===== config.mk =====
export PLATFORM = sky130hd
export DESIGN_NAME = uart_tx_fifo
export DESIGN_NICKNAME = d
export VERILOG_FILES = /design/src/rtl/uart_tx_fifo.sv
export SDC_FILE = /design/constraint.sdc
export NUM_CORES = 1
export LEC_CHECK = 0
export ABC_AREA = 1
export CORE_MARGIN = 5
export CORE_UTILIZATION = 60
export CTS_BUF_LIST = sky130_fd_sc_hd__clkbuf_16
export DETAILED_ROUTE_END_ITERATION = 8
export GPL_TIMING_DRIVEN = 0
export PLACE_DENSITY = 0.79
export REMOVE_ABC_BUFFERS = 1
export SETUP_SLACK_MARGIN = 0.05
export SYNTH_ARGS = -nofsm -noshare
export SYNTH_HDL_FRONTEND = slang
export SYNTH_SLANG_ARGS = --single-unit

===== constraint.sdc =====
create_clock -name clk -period 5.94 [get_ports clk]
set_input_delay 1.188 -clock clk [delete_from_list [all_inputs] [get_ports clk]]
set_output_delay 1.188 -clock clk [all_outputs]
set_load 0.02 [all_outputs]

===== src/rtl/uart_tx_fifo.sv =====
// Byte FIFO feeding a UART transmitter: buffers producer writes and hands them
// out one at a time with a tx_start pulse, waiting for tx_done_tick in between.
module uart_tx_fifo #(
    parameter int ADDR_W = 4
) (
    input  logic              clk,
    input  logic              rst,
    input  logic              wr_en,
    input  logic [7:0]        wr_data,
    output logic              full,
    output logic              empty,
    output logic [ADDR_W:0]   count,
    output logic              overflow,
    output logic              tx_start,
    output logic [7:0]        data_out,
    input  logic              tx_done_tick,
    output logic              busy
);

    localparam int DEPTH = 1 << ADDR_W;

    typedef enum logic [1:0] {
        IDLE,
        ISSUE,
        WAIT
    } state_t;

    state_t            state;
    state_t            next_state;
    logic [7:0]        mem [DEPTH];
    logic [ADDR_W-1:0] wr_ptr;
    logic [ADDR_W-1:0] rd_ptr;
    logic              wr_accept;
    logic              pop;

    // Status flags come from the registered count, so writes are judged
    // against the occupancy before any pop in the same cycle.
    assign full      = (count == (ADDR_W+1)'(DEPTH));
    assign empty     = (count == '0);
    assign busy      = (state != IDLE);
    assign wr_accept = wr_en && !full;

    always_comb begin
        next_state = state;
        pop        = 1'b0;
        case (state)
            IDLE: begin
                if (!empty) begin
                    next_state = ISSUE;
                    pop        = 1'b1;
                end
            end
            ISSUE:   next_state = WAIT;
            WAIT:    if (tx_done_tick) next_state = IDLE;
            default: next_state = IDLE;
        endcase
    end

    always_ff @(posedge clk) begin
        if (!rst) begin
            state <= IDLE;
        end else begin
            state <= next_state;
        end
    end

    always_ff @(posedge clk) begin
        if (!rst) begin
            wr_ptr   <= '0;
            rd_ptr   <= '0;
            count    <= '0;
            overflow <= 1'b0;
            tx_start <= 1'b0;
            data_out <= 8'h00;
        end else begin
            tx_start <= pop;
            if (pop) begin
                data_out <= mem[rd_ptr];
                rd_ptr   <= rd_ptr + ADDR_W'(1);
            end
            if (wr_accept) begin
                wr_ptr <= wr_ptr + ADDR_W'(1);
            end
            if (wr_en && full) begin
                overflow <= 1'b1;
            end
            case ({wr_accept, pop})
                2'b10:   count <= count + (ADDR_W+1)'(1);
                2'b01:   count <= count - (ADDR_W+1)'(1);
                default: count <= count;
            endcase
        end
    end

    // Storage carries no reset; stale entries are unreachable once pointers clear.
    always_ff @(posedge clk) begin
        if (rst && wr_accept) begin
            mem[wr_ptr] <= wr_data;
        end
    end

endmodule


* Word level (Yosys, flattened, before mapping)
Memories as Yosys holds them, arrays and structs flattened. A register that Yosys moved wholly into a read port is not among the register bits. Cells that the tools add are included.
Word-level totals: register bits 17, memory bits (writable) 128, input bits 12, logic and storage cells 36, memories 1
Memory list:
- mem | words 16, bits a word 8, rd ports 1, clocked after Yosys merged registers in 1, write ports 1, RTL line 30 | logic [7:0] mem [DEPTH];
Cells by class: $add $sub $neg 4, equality and inequality tests 7, multiplexer cells 8, reductions and logical operators 10
Operators with widths (number):
- one-hot mux 5 bit (2 select lines) | 1
- adder 4 x 1 -> 4 bit (second input constant) | 2
- one-hot mux 2 bit (3 select lines) | 1
- adder 5 x 1 -> 5 bit (second input constant) | 1
- equality test 5 bit (second input constant) | 1
- zero test 5 bit | 1
- subtractor 5 x 1 -> 5 bit (second input constant) | 1
- equality test 2 x 1 -> 1 bit (second input constant) | 2
- equality test 2 bit (second input constant) | 2
- two-way mux 1 bit | 4
- two-way mux 2 bit | 2
- inequality test 2 bit (second input constant) | 2
- nonzero test 2 bit | 2
- logical AND 1 bit | 3
- zero test 1 bit | 2
- zero test 2 bit | 1
- AND reduction 2 bit | 1

* Longest topological paths before layout
word-level depth 6, depth in mapped cells 14, mapped depth without buffers 13

* Worst setup path before layout
Ideal clock, no wire load.
path type input -> register, start point input port wr_en, end point register count[4], library setup time 0.132 ns, arrival time 2.391 ns, required time 5.808 ns, path slack 3.417 ns, cell stages on the path 9, buffers on the path 0, path through nand2_2 ha_1 fa_1 a21oi_1 nor2_1 o21bai_1 nand2_1 nand2_1 a21oi_1
Between the ends: word-level cells in the longest chain between the ends 3
RTL lines:
- start, declared | RTL line 8 | input logic wr_en,
- logical AND 1 bit (*) | RTL line 41 | assign wr_accept = wr_en && !full;
- equality test 2 x 1 -> 1 bit / equality test 2 bit (equally long branches) | RTL line 87 | case ({wr_accept, pop})
- one-hot mux 5 bit (2 select lines) / nonzero test 2 bit (equally long branches)
- end signal, assigned | RTL line 88 | 2'b10: count <= count + (ADDR_W+1)'(1);
- end signal, assigned | RTL line 89 | 2'b01: count <= count - (ADDR_W+1)'(1);
- end signal, assigned | RTL line 90 | default: count <= count;
- end, declared | RTL line 12 | output logic [ADDR_W:0] count,
Mark *: on every way between the ends. The rest lies on a longest branch, timed or not. A chain may end at the register's enable or synchronous reset.

* Worst setup path after layout
start point register count[0], end point output port full
Between the ends: word-level cells in the longest chain between the ends 1
RTL lines:
- equality test 5 bit | RTL line 38 | assign full = (count == (ADDR_W+1)'(DEPTH));
- end, declared | RTL line 10 | output logic full,
Every way passes these cells.

==> results.cfg <==
[run_status]
outcome = finished, final reports clean

[detailed_routing]
viasPerCell = 5.452
drt_iter0_drc = 414
firstDrtPassIters = 5
dr_total_vias = 4623
drt-wirelength-per-cell_um = 16.46
ant_nets = 0
routed_wl_um = 13960
drt_drc_violations_left = 0

[cts]
clk_pin_slew_ns = 0.06
clkLatencyLatePin_ns = 0.43
cts_buffers = 17
clock_path_buffers = 2
ctsRootBufferMaster = clkbuf_16
cts_hold_buf = 0
ctsResizeCount = 0
postCtsSetupRepairBufs = 0
cts.sinks = 153
cts_tree = built
htreeDepth = 4

[layout]
nNetsFinal = 717
final_common_cell = nand2_1
multi_input_area_sq_um = 1792
layout.area.seq_sq_um = 4347
layout_common_cells = 216 x nand2_1, 128 x edfxtp_1, 97 x nand3_1
fill_cells = 764
syn_to_final_growth_pct = 13.02
antenna_cells = 0
drive_gt1_share_pct = 5.085

[sta]
worst_slack_ns = 2.928
slew_violations = 0
tightest_slew_ns = 1.200
tns_ns = 0
period_share_pct = 50.71
fin_skew_ns = 0.008312
relSlewSlack_pct = 19.89
rsz0062_at_grt = false
min_period_ns = 3.012
setup_violations = 0
hold_viol_final = 0
max_freq_ghz = 0.3320

[floorplanning]
num_io_pins = 30
die_x_um = 115.4
design.core.area_sq_um = 10840
die-area_sq_um = 13310
rows = 38
start_util_pct = 61.44
die_h_um = 115.4

[power]
leakage_uw = 0.003187
combPwrFrac_pct = 28.3
switchingPower_uw = 1068
power.share.sequential_pct = 41.1
ir_worst_vdd_uv = 278.8
intPower_uw = 2152
powerDensity_nw_per_um2 = 427.7
p_sw_share_pct = 33.16
pwr-share-clk_pct = 30.6

[critical_path]
r2r.worst_path.cells = 7
crit_arrival_ns = 1.82
startpoint_type = flop
cp_slowest_cell = clkdlybuf4s50_1
path_cells = nor2_1 -> nand4_1 -> inv_1 -> clkdlybuf4s50_1
r2r_start = rd_ptr[1]$_SDFFE_PN0P_
crit_required_ns = 4.75
worstPathMaxFanout = 5
path_class = flop to primary output
r2r_setup_slack_ns = 3.32
r2r-end = data_out[3]$_SDFFE_PN0P_
cp_num_buf_inv = 2
crit_family = buffers and inverters
cpPeakStageDelay_ns = 0.61
endpoint_kind = primary output

[worst_hold_path]
worstHoldPathCells = 2
holdPathEnd = overflow$_SDFFE_PN0P_
holdCritStartpoint = overflow$_SDFFE_PN0P_
hp-class = flop to flop

[grt]
grt_pass1_wl_um = 22200
grt_usage_pct = 22.64
grt_max_degree = 67
antenna_found_initial = 0
gr-total-overflow = 0
first_global_vias = 4529

[place]
gp_congestion = 0.8172
dp_hpwl_um = 8186
numPortBuffers = 29
place_ws_ns = 2.652

[synth]
syn_area_per_cell_sq_um = 9.852
synth_cell_types = 21
netlist_area_sq_um = 6660
ys_seq_area_share_pct = 65.23
syn_inst = 676
ys.warnings.count = 0
ys_ff_latch = 153

[run]
cap_violations = 0
layer usage:
layer	GRT usage, %	share of wire (%)	up-vias
met2	37.62	51	188
li1	-	-	2227
met4	11.35	2.4	0
met5	0	0	-
met3	5.684	7.8	32
met1	27.60	39	2176
synth_stat cells:
| library cell | count | area (sq um) |
|---|---|---|
| a21oi_1 | 14 | 70.07 |
| buf_1 | 1 | 3.750 |
| buf_2 | 14 | 70.07 |
| buf_4 | 8 | 60.06 |
| buf_6 | 2 | 22.52 |
| clkbuf_1 | 5 | 18.77 |
| clkinv_1 | 3 | 11.26 |
| dfxtp_1 | 25 | 500.5 |
| edfxtp_1 | 128 | 3844 |
| fa_1 | 1 | 20.02 |
| ha_1 | 9 | 112.6 |
| inv_1 | 88 | 330.3 |
| inv_2 | 2 | 7.510 |
| nand2_1 | 216 | 810.8 |
| nand2_2 | 3 | 18.77 |
| nand3_1 | 97 | 485.5 |
| nand4_1 | 2 | 12.51 |
| nor2_1 | 43 | 161.4 |
| o21ai_0 | 8 | 40.04 |
| o21bai_1 | 1 | 7.510 |
| xor2_1 | 6 | 52.55 |
state kept, by name (all words and copies together), names as in the netlist:
signal and flops:
count 5, overflow 1, data_out 8, wr_ptr 4
mem 128, state 2, rd_ptr 4, tx_start 1
worst reg2reg max path, delay by kind of cell, from the launching register on:
| family | cells | cell delay, ns |
|---|---|---|
| buffers and inverters | 2 | 0.83 |
| flip-flops | 1 | 0.85 |
| AND/OR/NAND/NOR | 5 | 0.84 |
logic make-up (layout without fill, tap and decap cells):
kind of cell,after synthesis,count (layout),synth area share [%]
buf+inv,123,155,7.872
fa+ha+maj,10,10,1.991
flops,153,153,65.23
compound gates,23,23,1.766
xor+xnor,6,6,0.7890
simple gates,361,361,22.36
area by class of cell:
| type | instances | share of cell area [%] |
|---|---|---|
| inverter | 93 | 4.638 |
| multi-input combinational | 400 | 23.80 |
| timing repair buffer | 30 | 4.122 |
| clock buffer | 20 | 6.649 |
| sequential | 153 | 57.75 |
| clock inverter | 12 | 0.7148 |
| tap | 140 | 2.327 |
how the worst max path moves through the flow:
stage                           startpoint  cells past startpoint                  endpoint  slack (ns)
floorplan           rd_ptr[0]$_SDFFE_PN0P_                      9  data_out[0]$_SDFFE_PN0P_        3.22
global placement    rd_ptr[0]$_SDFFE_PN0P_                      9  data_out[6]$_SDFFE_PN0P_        1.83
detailed placement                     rst                      3       mem[6][2]$_DFFE_PP_        2.65
CTS                 rd_ptr[1]$_SDFFE_PN0P_                      7  data_out[3]$_SDFFE_PN0P_        2.63
global route         count[0]$_SDFFE_PN0P_                      4                      full        2.85
finish               count[0]$_SDFFE_PN0P_                      4                      full        2.93
power by group through the flow:
stage	Sequential (uW)	Clock, uW	Combinational [uW]
2_1_floorplan	1380	0	549
3_3_place_gp	1370	0	837
3_5_place_dp	1340	0	898
4_1_cts	1320	1000	912
5_1_grt	1330	1050	1030
6_report	1320	987	910
stage by stage:
stage	utilization [%]	area [sq um]	hold slack (ns)	power, uW	std cells
2_1_floorplan	-	6485	0.4715	1924	646
3_3_place_gp	64.12	6950	0.4516	2205	815
3_5_place_dp	64.31	6972	0.4648	2241	816
4_1_cts	69.43	7526	0.4801	3232	848
5_1_grt	69.44	7527	0.5347	3405	848
6_report	69.44	7527	0.4792	3219	848
(Power assumes the default switching activity.)
